==> config.mk <==
export PLATFORM = sky130hd
export DESIGN_NAME = fifo_thr
export DESIGN_NICKNAME = d
export VERILOG_FILES = /design/src/rtl/fifo_thr_pkg.sv /design/src/rtl/fifo_wrap_ptr.sv /design/src/rtl/fifo_thr.sv
export SDC_FILE = /design/constraint.sdc
export NUM_CORES = 1
export LEC_CHECK = 0
export BUFFER_PORTS_ARGS = -buffer_cell sky130_fd_sc_hd__buf_2
export CAP_MARGIN = 25
export CORE_ASPECT_RATIO = 0.75
export CORE_MARGIN = 2
export CORE_UTILIZATION = 29
export DETAILED_ROUTE_END_ITERATION = 7
export HOLD_SLACK_MARGIN = 0.15
export PLACE_DENSITY = 0.53
export SYNTH_ARGS = -nofsm -noshare
export SYNTH_HDL_FRONTEND = slang
export SYNTH_SLANG_ARGS = --single-unit
==> constraint.sdc <==
create_clock -name clk_i -period 5.9 [get_ports clk_i]
set_clock_uncertainty 0.2 [all_clocks]
set_input_delay 1.18 -clock clk_i [delete_from_list [all_inputs] [get_ports clk_i]]
set_output_delay 1.18 -clock clk_i [all_outputs]
set_load 0.01 [all_outputs]
==> src/rtl/fifo_thr_pkg.sv <==
`default_nettype none
// +----------------------------------------------------------------------+
// | Module : fifo_thr_pkg                                                |
// | Brief  : Shared types for the threshold FIFO (per-cycle op encoding) |
// | Rev    : 1.0 - initial release                                       |
// +----------------------------------------------------------------------+
package fifo_thr_pkg;

  // Accepted operations in one cycle, encoded as {push_ok, pop_ok}
  typedef enum logic [1:0] {
    OP_IDLE = 2'b00,
    OP_POP  = 2'b01,
    OP_PUSH = 2'b10,
    OP_BOTH = 2'b11
  } fifo_op_e;

endpackage : fifo_thr_pkg
`default_nettype wire

==> src/rtl/fifo_wrap_ptr.sv <==
`default_nettype none
// +----------------------------------------------------------------------+
// | Module : fifo_wrap_ptr                                               |
// | Brief  : Pointer that wraps from DEPTH-1 back to 0 (any DEPTH >= 2)  |
// | Rev    : 1.0 - initial release                                       |
// +----------------------------------------------------------------------+
module fifo_wrap_ptr #(
  parameter int DEPTH = 16,
  parameter int WIDTH = $clog2(DEPTH)
) (
  input  logic             clk_i,
  input  logic             rst_n_i,
  input  logic             clr_i,
  input  logic             inc_i,
  output logic [WIDTH-1:0] ptr_o
);

  // Explicit compare so non-power-of-two depths wrap correctly
  localparam logic [WIDTH-1:0] c_last = WIDTH'(DEPTH - 1);

  logic [WIDTH-1:0] r_ptr;

  // Pointer register: clear has priority over increment
  always_ff @(posedge clk_i) begin
    if (!rst_n_i) begin
      r_ptr <= '0;
    end else if (clr_i) begin
      r_ptr <= '0;
    end else if (inc_i) begin
      r_ptr <= (r_ptr == c_last) ? '0 : r_ptr + 1'b1;
    end
  end

  assign ptr_o = r_ptr;

endmodule : fifo_wrap_ptr
`default_nettype wire

==> src/rtl/fifo_thr.sv <==
`default_nettype none
// +----------------------------------------------------------------------+
// | Module : fifo_thr                                                    |
// | Brief  : Single-clock FWFT FIFO, arbitrary depth, programmable       |
// |          almost-full/empty flags, sticky overflow/underflow flags    |
// | Rev    : 1.0 - initial release                                       |
// +----------------------------------------------------------------------+
module fifo_thr
  import fifo_thr_pkg::*;
#(
  parameter int DATA_WIDTH   = 32,
  parameter int BUFFER_DEPTH = 16,
  parameter int PASS_FULL    = 1,
  parameter int PTR_WIDTH    = $clog2(BUFFER_DEPTH),
  parameter int CNT_WIDTH    = $clog2(BUFFER_DEPTH + 1)
) (
  input  logic                  clk_i,
  input  logic                  rst_n_i,
  input  logic                  flush_i,
  input  logic                  push_i,
  input  logic [DATA_WIDTH-1:0] dat_i,
  output logic                  full_o,
  input  logic                  pop_i,
  output logic [DATA_WIDTH-1:0] dat_o,
  output logic                  empty_o,
  output logic [CNT_WIDTH-1:0]  cnt_o,
  input  logic [CNT_WIDTH-1:0]  afull_thr_i,
  input  logic [CNT_WIDTH-1:0]  aempty_thr_i,
  output logic                  afull_o,
  output logic                  aempty_o,
  input  logic                  clr_err_i,
  output logic                  ovf_o,
  output logic                  udf_o
);

  localparam logic [CNT_WIDTH-1:0] c_depth_cnt = CNT_WIDTH'(BUFFER_DEPTH);
  localparam logic                 c_pass_full = (PASS_FULL != 0);

  logic [DATA_WIDTH-1:0] r_mem [BUFFER_DEPTH];
  logic [CNT_WIDTH-1:0]  r_cnt;
  logic [CNT_WIDTH-1:0]  w_cnt_nxt;
  logic [PTR_WIDTH-1:0]  w_wr_ptr;
  logic [PTR_WIDTH-1:0]  w_rd_ptr;
  logic                  r_afull;
  logic                  r_aempty;
  logic                  r_ovf;
  logic                  r_udf;
  logic                  w_empty;
  logic                  w_full;
  logic                  w_pop_ok;
  logic                  w_push_ok;
  fifo_op_e              w_op;

  // Status derived from the registered count only, never from push/pop
  assign w_empty   = (r_cnt == '0);
  assign w_full    = (r_cnt == c_depth_cnt);
  assign w_pop_ok  = pop_i & ~w_empty;
  assign w_push_ok = push_i & (~w_full | (c_pass_full & w_pop_ok));
  assign w_op      = fifo_op_e'({w_push_ok, w_pop_ok});

  fifo_wrap_ptr #(
    .DEPTH (BUFFER_DEPTH),
    .WIDTH (PTR_WIDTH)
  ) u_wr_ptr (
    .clk_i   (clk_i),
    .rst_n_i (rst_n_i),
    .clr_i   (flush_i),
    .inc_i   (w_push_ok),
    .ptr_o   (w_wr_ptr)
  );

  fifo_wrap_ptr #(
    .DEPTH (BUFFER_DEPTH),
    .WIDTH (PTR_WIDTH)
  ) u_rd_ptr (
    .clk_i   (clk_i),
    .rst_n_i (rst_n_i),
    .clr_i   (flush_i),
    .inc_i   (w_pop_ok),
    .ptr_o   (w_rd_ptr)
  );

  // Next occupancy: flush wins, simultaneous push+pop leaves count unchanged
  always_comb begin
    w_cnt_nxt = r_cnt;
    if (flush_i) begin
      w_cnt_nxt = '0;
    end else begin
      case (w_op)
        OP_PUSH: w_cnt_nxt = r_cnt + 1'b1;
        OP_POP:  w_cnt_nxt = r_cnt - 1'b1;
        default: w_cnt_nxt = r_cnt;
      endcase
    end
  end

  // Count and watermark flags, flags computed from next count so they track cnt_o
  always_ff @(posedge clk_i) begin
    if (!rst_n_i) begin
      r_cnt    <= '0;
      r_afull  <= 1'b0;
      r_aempty <= 1'b1;
    end else begin
      r_cnt    <= w_cnt_nxt;
      r_afull  <= (w_cnt_nxt >= afull_thr_i);
      r_aempty <= (w_cnt_nxt <= aempty_thr_i);
    end
  end

  // Storage: cleared on reset, written on accepted push unless flushing
  always_ff @(posedge clk_i) begin
    if (!rst_n_i) begin
      for (int i = 0; i < BUFFER_DEPTH; i++) begin
        r_mem[i] <= '0;
      end
    end else if (w_push_ok && !flush_i) begin
      r_mem[w_wr_ptr] <= dat_i;
    end
  end

  // Sticky error flags: a new event in the same cycle beats the clear
  always_ff @(posedge clk_i) begin
    if (!rst_n_i) begin
      r_ovf <= 1'b0;
      r_udf <= 1'b0;
    end else begin
      r_ovf <= (push_i & ~w_push_ok & ~flush_i) | (r_ovf & ~clr_err_i);
      r_udf <= (pop_i & w_empty & ~flush_i) | (r_udf & ~clr_err_i);
    end
  end

  assign dat_o    = r_mem[w_rd_ptr];
  assign cnt_o    = r_cnt;
  assign empty_o  = w_empty;
  assign full_o   = w_full;
  assign afull_o  = r_afull;
  assign aempty_o = r_aempty;
  assign ovf_o    = r_ovf;
  assign udf_o    = r_udf;

endmodule : fifo_thr
`default_nettype wire

==> flow_metrics.tcl, run 1 <==
set metrics [dict create \
    status "completed" \
    syn_area_per_cell_um2 14.1 \
    rsz0062_at_grt "false" \
    crit_arrival_ns 3.17 \
    switching_power_w 0.00183 \
    critPathKind "reg -> out" \
    powerDensity_nw_per_um2 303 \
    yosysUniqueCellTypes 47 \
    hold_viol 0 \
    vias 14400 \
    ir_worst_vdd_v 0.000228 \
    cts_resized 0 \
    first_iter_violations 1788 \
    relSlewSlack_pct 31.2 \
    core_um2 80300 \
    syn_area_um2 23500 \
    viasPerCell 5.09 \
    dieWidth_um 333 \
    cts_tree "built" \
    p_clk_share_pct 41.8 \
    cts_max_level 2 \
    cts_inserted_buffers 56 \
    place.port_buffers 90 \
    worst_hold_slack_ns 0.283 \
    required_ns 4.52 \
    cts_sinks 533 \
    hold_class "reg -> reg" \
    area_growth_pct 14.8 \
    min_from "ovf_o$_SDFF_PN0_" \
    ys.flop_type "edfxtp_1" \
    clk_latency_ns 0.61 \
    end_kind "primary output" \
    dp_cells 2735 \
    place_congestion 0.744 \
    clock-root-buffer "clkbuf_16" \
    die_area_um2 83300 \
    period_needed_ns 4.55 \
    dp.final_hpwl_um 39400 \
    synth_seq_area_share_pct 67.3 \
    synth_top_family_by_area "simple AND/OR/NAND/NOR gates" \
    grt_pass1_wl_um 100000 \
    synth_fp_nets 1731 \
    synth-seq-cells 533 \
    slew_viol_final 0 \
    routed_wl_um 69000 \
    rows 90 \
    hold_buffers 0 \
    synth_simple_gate_area_share_pct 12.6 \
    layout_commonest_cell "nor2_1" \
    synth_cells 1663 \
    ioPinCount 91 \
    grt-ovfl-total 0 \
    n_fill_cell 7844 \
    fmax_ghz 0.220 \
    rr_startpoint "cnt_o[1]$_SDFF_PN0_" \
    ant_nets 0 \
    antenna_found_initial 3 \
    synth_edf_count 512 \
    layout-drive-gt1-share_pct 21.4 \
    power.leakage_nw 8.81 \
    maxCapViolCount 0 \
    p_seq_share_pct 52.7 \
    p_int_w 0.00633 \
    synthAdderAreaFrac_pct 1.10 \
    fin_total_pwr_w 0.00816 \
    die_y_um 250 \
    swShare_pct 22.5 \
    grt_max_degree 48 \
    critPathMaxStageDelay_ns 0.75 \
    fin_nets 1805 \
    critPathLaunchType "flop" \
    tightest_slew_ns 1.03 \
    synth-compound-area-share_pct 3.26 \
    setup_viol 0 \
    start_util_pct 29.2 \
    final_cells 2835 \
    synth_warnings 0 \
    drc 0 \
    worstPathCellList "buf_12 > mux4_2 > a22oi_1 > nand2_1 > buf_2" \
    gr-usage-all-layers_pct 16.5 \
    timing.final.crit_share_pct 77.1 \
    clkTransAtPathRegs_ns 0.07 \
    slowest_stage "dfxtp_4" \
    dr.pass1.iters 5 \
    synth.area.mux_share_pct 12.5 \
    wl_per_cell_um 24.3 \
    fin_util_pct 33.6 \
    postSynth.asyncResetShare_pct 0 \
    most-common-layout-cells "531 x nor2_1, 512 x edfxtp_1, 139 x nand2_1" \
    finalSetupTns_ns 0 \
    grt_pass1_vias 14700 \
    cts.path.max_buffers 3 \
    synth-xor-area-share_pct 0.112 \
    cp_max_fo 47 \
    pwr-share-comb_pct 5.5 \
    postCtsSetupBuffers 0 \
]
## sequential cells by signal, indices dropped and copies added (netlist names), named ones only
register / cells
r_mem: 512
cnt_o: 5
u_rd_ptr.ptr_o: 4
u_wr_ptr.ptr_o: 4
aempty_o: 1
afull_o: 1
ovf_o: 1
udf_o: 1
## cells by family (layout without fill, tap and decap cells)
kind of cell / after synthesis / in the layout
muxes: 134 / 134
other: 0 / 1
adders and majority gates: 20 / 20
AOI/OAI and AO/OA: 110 / 110
buffers and inverters: 137 / 250
DFF: 533 / 533
xor gates and xnor gates: 3 / 3
and+or+nand+nor: 726 / 726
## synth_stat cells (4+ instances only)
| cell | instances | area [um^2] |
|---|---|---|
| clkbuf_1 | 47 | 176 |
| mux2i_1 | 4 | 40.0 |
| inv_1 | 16 | 60.1 |
| nand3_1 | 5 | 25.0 |
| nand4_4 | 4 | 85.1 |
| a21oi_1 | 9 | 45.0 |
| mux4_2 | 128 | 2880 |
| nand2_1 | 139 | 522 |
| and2_1 | 6 | 37.5 |
| nand2b_1 | 7 | 43.8 |
| nand3_2 | 4 | 40.0 |
| buf_4 | 21 | 158 |
| buf_2 | 37 | 185 |
| o21ai_0 | 20 | 100 |
| buf_6 | 13 | 146 |
| a22oi_1 | 64 | 480 |
| dfxtp_1 | 21 | 420 |
| nor2_1 | 532 | 2000 |
| edfxtp_1 | 512 | 15400 |
| or3_1 | 14 | 87.6 |
| ha_1 | 19 | 238 |
| nor2b_1 | 5 | 31.3 |
## layer usage
metal,vias to the layer above,global-route usage (%),routed length (um)
met1,7426,23.2,29600
met4,4,3.84,1310
met3,87,3.55,6320
met5,-,0,25
met2,677,26.1,31700
li1,6249,-,-
## critical path: cells and delay by family, from the launching register on
family,cells,cell delay (ns)
DFF,1,0.75
buffers and inverters,2,0.58
muxes,1,0.56
AOI/OAI and AO/OA,1,0.50
and+or+nand+nor,1,0.11
## worst paths after layout
check | endpoint | slack (ns) | depth (start not counted)
worst max-delay path | dat_o[8] | 1.35 | 5
worst min-delay path | ovf_o$_SDFF_PN0_ | 0.28 | 2
worst max register to register | afull_o$_SDFF_PN0_ | 1.63 | 13
worst min register to register | ovf_o$_SDFF_PN0_ | 0.28 | 2
## power groups by stage
stage | clock (W) | combinational [W] | sequential (W)
floorplan | 0 | 0.000256 | 0.00438
global placement | 0 | 0.000445 | 0.00438
detailed placement | 0 | 0.000451 | 0.00439
CTS | 0.00346 | 0.000452 | 0.00431
global route | 0.00359 | 0.000482 | 0.00432
finish | 0.00341 | 0.000449 | 0.00430
## final cells by class
| cell class | instances | area (um^2) | share of cell area (%) |
|---|---|---|---|
| clock buffer | 67 | 1440 | 5.35 |
| multi-input combinational | 993 | 7160 | 26.6 |
| sequential | 533 | 15800 | 58.6 |
| tap | 1058 | 1320 | 4.91 |
| inverter | 16 | 60.1 | 0.223 |
| clock inverter | 30 | 282 | 1.04 |
| timing repair buffer | 137 | 873 | 3.24 |
| antenna | 1 | 2.50 | 0.00929 |
## through the flow
step | instance area [um^2] | setup WS (ns)
after floorplan | 23500 | 1.02
after global placement | 25200 | 1.38
after detailed placement | 25200 | 1.34
after CTS | 26900 | 1.33
after global routing | 27000 | 1.25
final | 27000 | 1.35
No activity file was read; power rests on OpenSTA's default activity.
==> inputs of run 2 (changes only) <==
==> constraint.sdc (replaced) <==
create_clock -name clk_i -period 4.6 [get_ports clk_i]
set_clock_uncertainty 0.2 [all_clocks]
set_input_delay 0.92 -clock clk_i [delete_from_list [all_inputs] [get_ports clk_i]]
set_output_delay 0.92 -clock clk_i [all_outputs]
set_load 0.01 [all_outputs]
==> run 2 against run 1 <==
  * Critical path depth rose by 8
  * Via count grew 1.7%
  * Global-route usage grew 0.74 points
  * Combinational power rose by 31%
  * Sequential share of layout area down 0.087 points
  * Count of clock-buffer cells in the layout shrank 10
  * Worst hold slack better by 0.0049 ns
  * Die area stayed put
  * Non-clock buffer count up 9
  * Sequential cell count unchanged
  * Setup slack lost 1.0 ns
  * Core utilization about the same
  * Critical endpoint is now afull_o$_SDFF_PN0_
  * Highest routed layer unchanged
==> flow_metrics.tcl, run 2 (same netlist as run 1, synthesis figures left out) <==
set metrics [dict create \
    status "completed" \
    critPathKind "reg -> reg" \
    cts_tree "built" \
    rsz0062_at_grt "false" \
    hold_class "reg -> reg" \
    hold_path_depth 2 \
    first_iter_violations 1654 \
    multi_input_area_um2 7160 \
    fin_total_pwr_w 0.0104 \
    final_cells 2845 \
    path_depth 13 \
    cts_sinks 533 \
    slew_viol_final 0 \
    ant_nets 0 \
    relSlewSlack_pct 28.0 \
    viasPerCell 5.16 \
    dr.pass1.iters 6 \
    finalSetupTns_ns 0 \
    rr_worst_depth 13 \
    grt_pass1_vias 15100 \
    worstPathCellList "or4_1 > o31ai_2 > ha_1 > inv_1 > fa_1 > nand2b_1 > a21oi_1 > mux2_2 > mux2_2 > ha_1 > and3_1 > a21oi_1 > o21ai_0" \
    ir_worst_vdd_v 0.000227 \
    dp.final_hpwl_um 39800 \
    end_kind "flop" \
    place.port_buffers 90 \
    dieWidth_um 333 \
    largest_register_ffs 512 \
    core_um2 80300 \
    grt-ovfl-total 0 \
    num_antenna_cells 0 \
    place_congestion 0.759 \
    cp.buffers_inverters 1 \
    area_growth_pct 15.0 \
    seq_area_um2 15800 \
    regMostFlops "r_mem" \
    wl_per_cell_um 25.5 \
    layout_commonest_cell "nor2_1" \
    cts_max_level 2 \
    cts_resized 0 \
    critPathMaxStageDelay_ns 0.69 \
    critPathLaunchType "flop" \
    fin_util_pct 33.6 \
    gr-usage-all-layers_pct 17.2 \
    period_needed_ns 4.26 \
    fin_nets 1812 \
    clock-root-buffer "clkbuf_16" \
    hold_buffers 0 \
    clk_latency_ns 0.61 \
    slowest_stage "or4_1" \
    powerDensity_nw_per_um2 384 \
    fmax_ghz 0.235 \
    timing.final.crit_share_pct 92.7 \
    tightest_slew_ns 1.08 \
    cts_inserted_buffers 54 \
    crit_family "adder cells" \
    antenna_found_initial 3 \
    layout-drive-gt1-share_pct 22.0 \
    maxCapViolCount 0 \
    clkTransAtPathRegs_ns 0.07 \
    grt_max_degree 40 \
    rows 90 \
    cts.path.max_buffers 3 \
    start_util_pct 29.2 \
    routed_wl_um 72500 \
    grt_pass1_wl_um 104000 \
    crit_arrival_ns 4.56 \
    hold_viol 0 \
    die_area_um2 83300 \
    power.leakage_nw 8.87 \
    cp_max_fo 7 \
    required_ns 4.89 \
    vias 14700 \
    drc 0 \
    setup_viol 0 \
    dp_cells 2746 \
    ioPinCount 91 \
    die_y_um 250 \
    n_fill_cell 7826 \
    most-common-layout-cells "531 x nor2_1, 512 x edfxtp_1, 139 x nand2_1" \
    postCtsSetupBuffers 0 \
]
run 2: cell types whose count changed in the layout (fill, tap and decap cells not counted), sizes merged:
cell / before / now
diode: 1 / 0
bufinv: 4 / 3
clkinv: 21 / 36
clkbuf: 67 / 57
inv: 19 / 17
buf: 137 / 146
run 2: area by class of cell:
class / count / area share [%]
multi-input combinational: 993 / 26.5
tap: 1058 / 4.90
clock buffer: 57 / 5.13
sequential: 533 / 58.5
inverter: 16 / 0.223
clock inverter: 42 / 1.01
timing repair buffer: 146 / 3.64
run 2: per-layer routing:
layer	share of wire, %	global-route usage (%)	up-vias
li1	-	-	6257
met1	42	23.6	7617
met2	46	27.6	711
met3	9.8	4.35	105
met4	1.8	3.73	4
met5	0.037	0	-
run 2: metrics by stage:
stage	setup slack [ns]	hold WS, ns	area, um^2
after floorplan	-0.0181	0.266	23500
final	0.337	0.288	27000
after detailed placement	0.304	0.283	25300
after CTS	0.334	0.295	27000
after global placement	0.343	0.268	25300
after global routing	0.0546	0.331	27000
run 2: final timing paths:
kind / startpoint / endpoint / slack [ns]
max reg2reg: cnt_o[1]$_SDFF_PN0_ / afull_o$_SDFF_PN0_ / 0.34
max: cnt_o[1]$_SDFF_PN0_ / afull_o$_SDFF_PN0_ / 0.34
min: ovf_o$_SDFF_PN0_ / ovf_o$_SDFF_PN0_ / 0.29
min reg2reg: ovf_o$_SDFF_PN0_ / ovf_o$_SDFF_PN0_ / 0.29
run 2: power breakdown:
group	total, W	switching (W)	internal (W)
Sequential	0.00552	0.0000497	0.00547
Combinational	0.000590	0.000397	0.000193
Clock	0.00424	0.00191	0.00233
Total	0.0104	0.00236	0.00800
run 2: worst reg2reg max path: stages, from the launching register on:
cell and delay [ns]:
dfxtp_1 0.35, or4_1 0.69, o31ai_2 0.42, ha_1 0.33
inv_1 0.10, fa_1 0.41, nand2b_1 0.16, a21oi_1 0.15
mux2_2 0.38, mux2_2 0.30, ha_1 0.29, and3_1 0.16
a21oi_1 0.11, o21ai_0 0.09
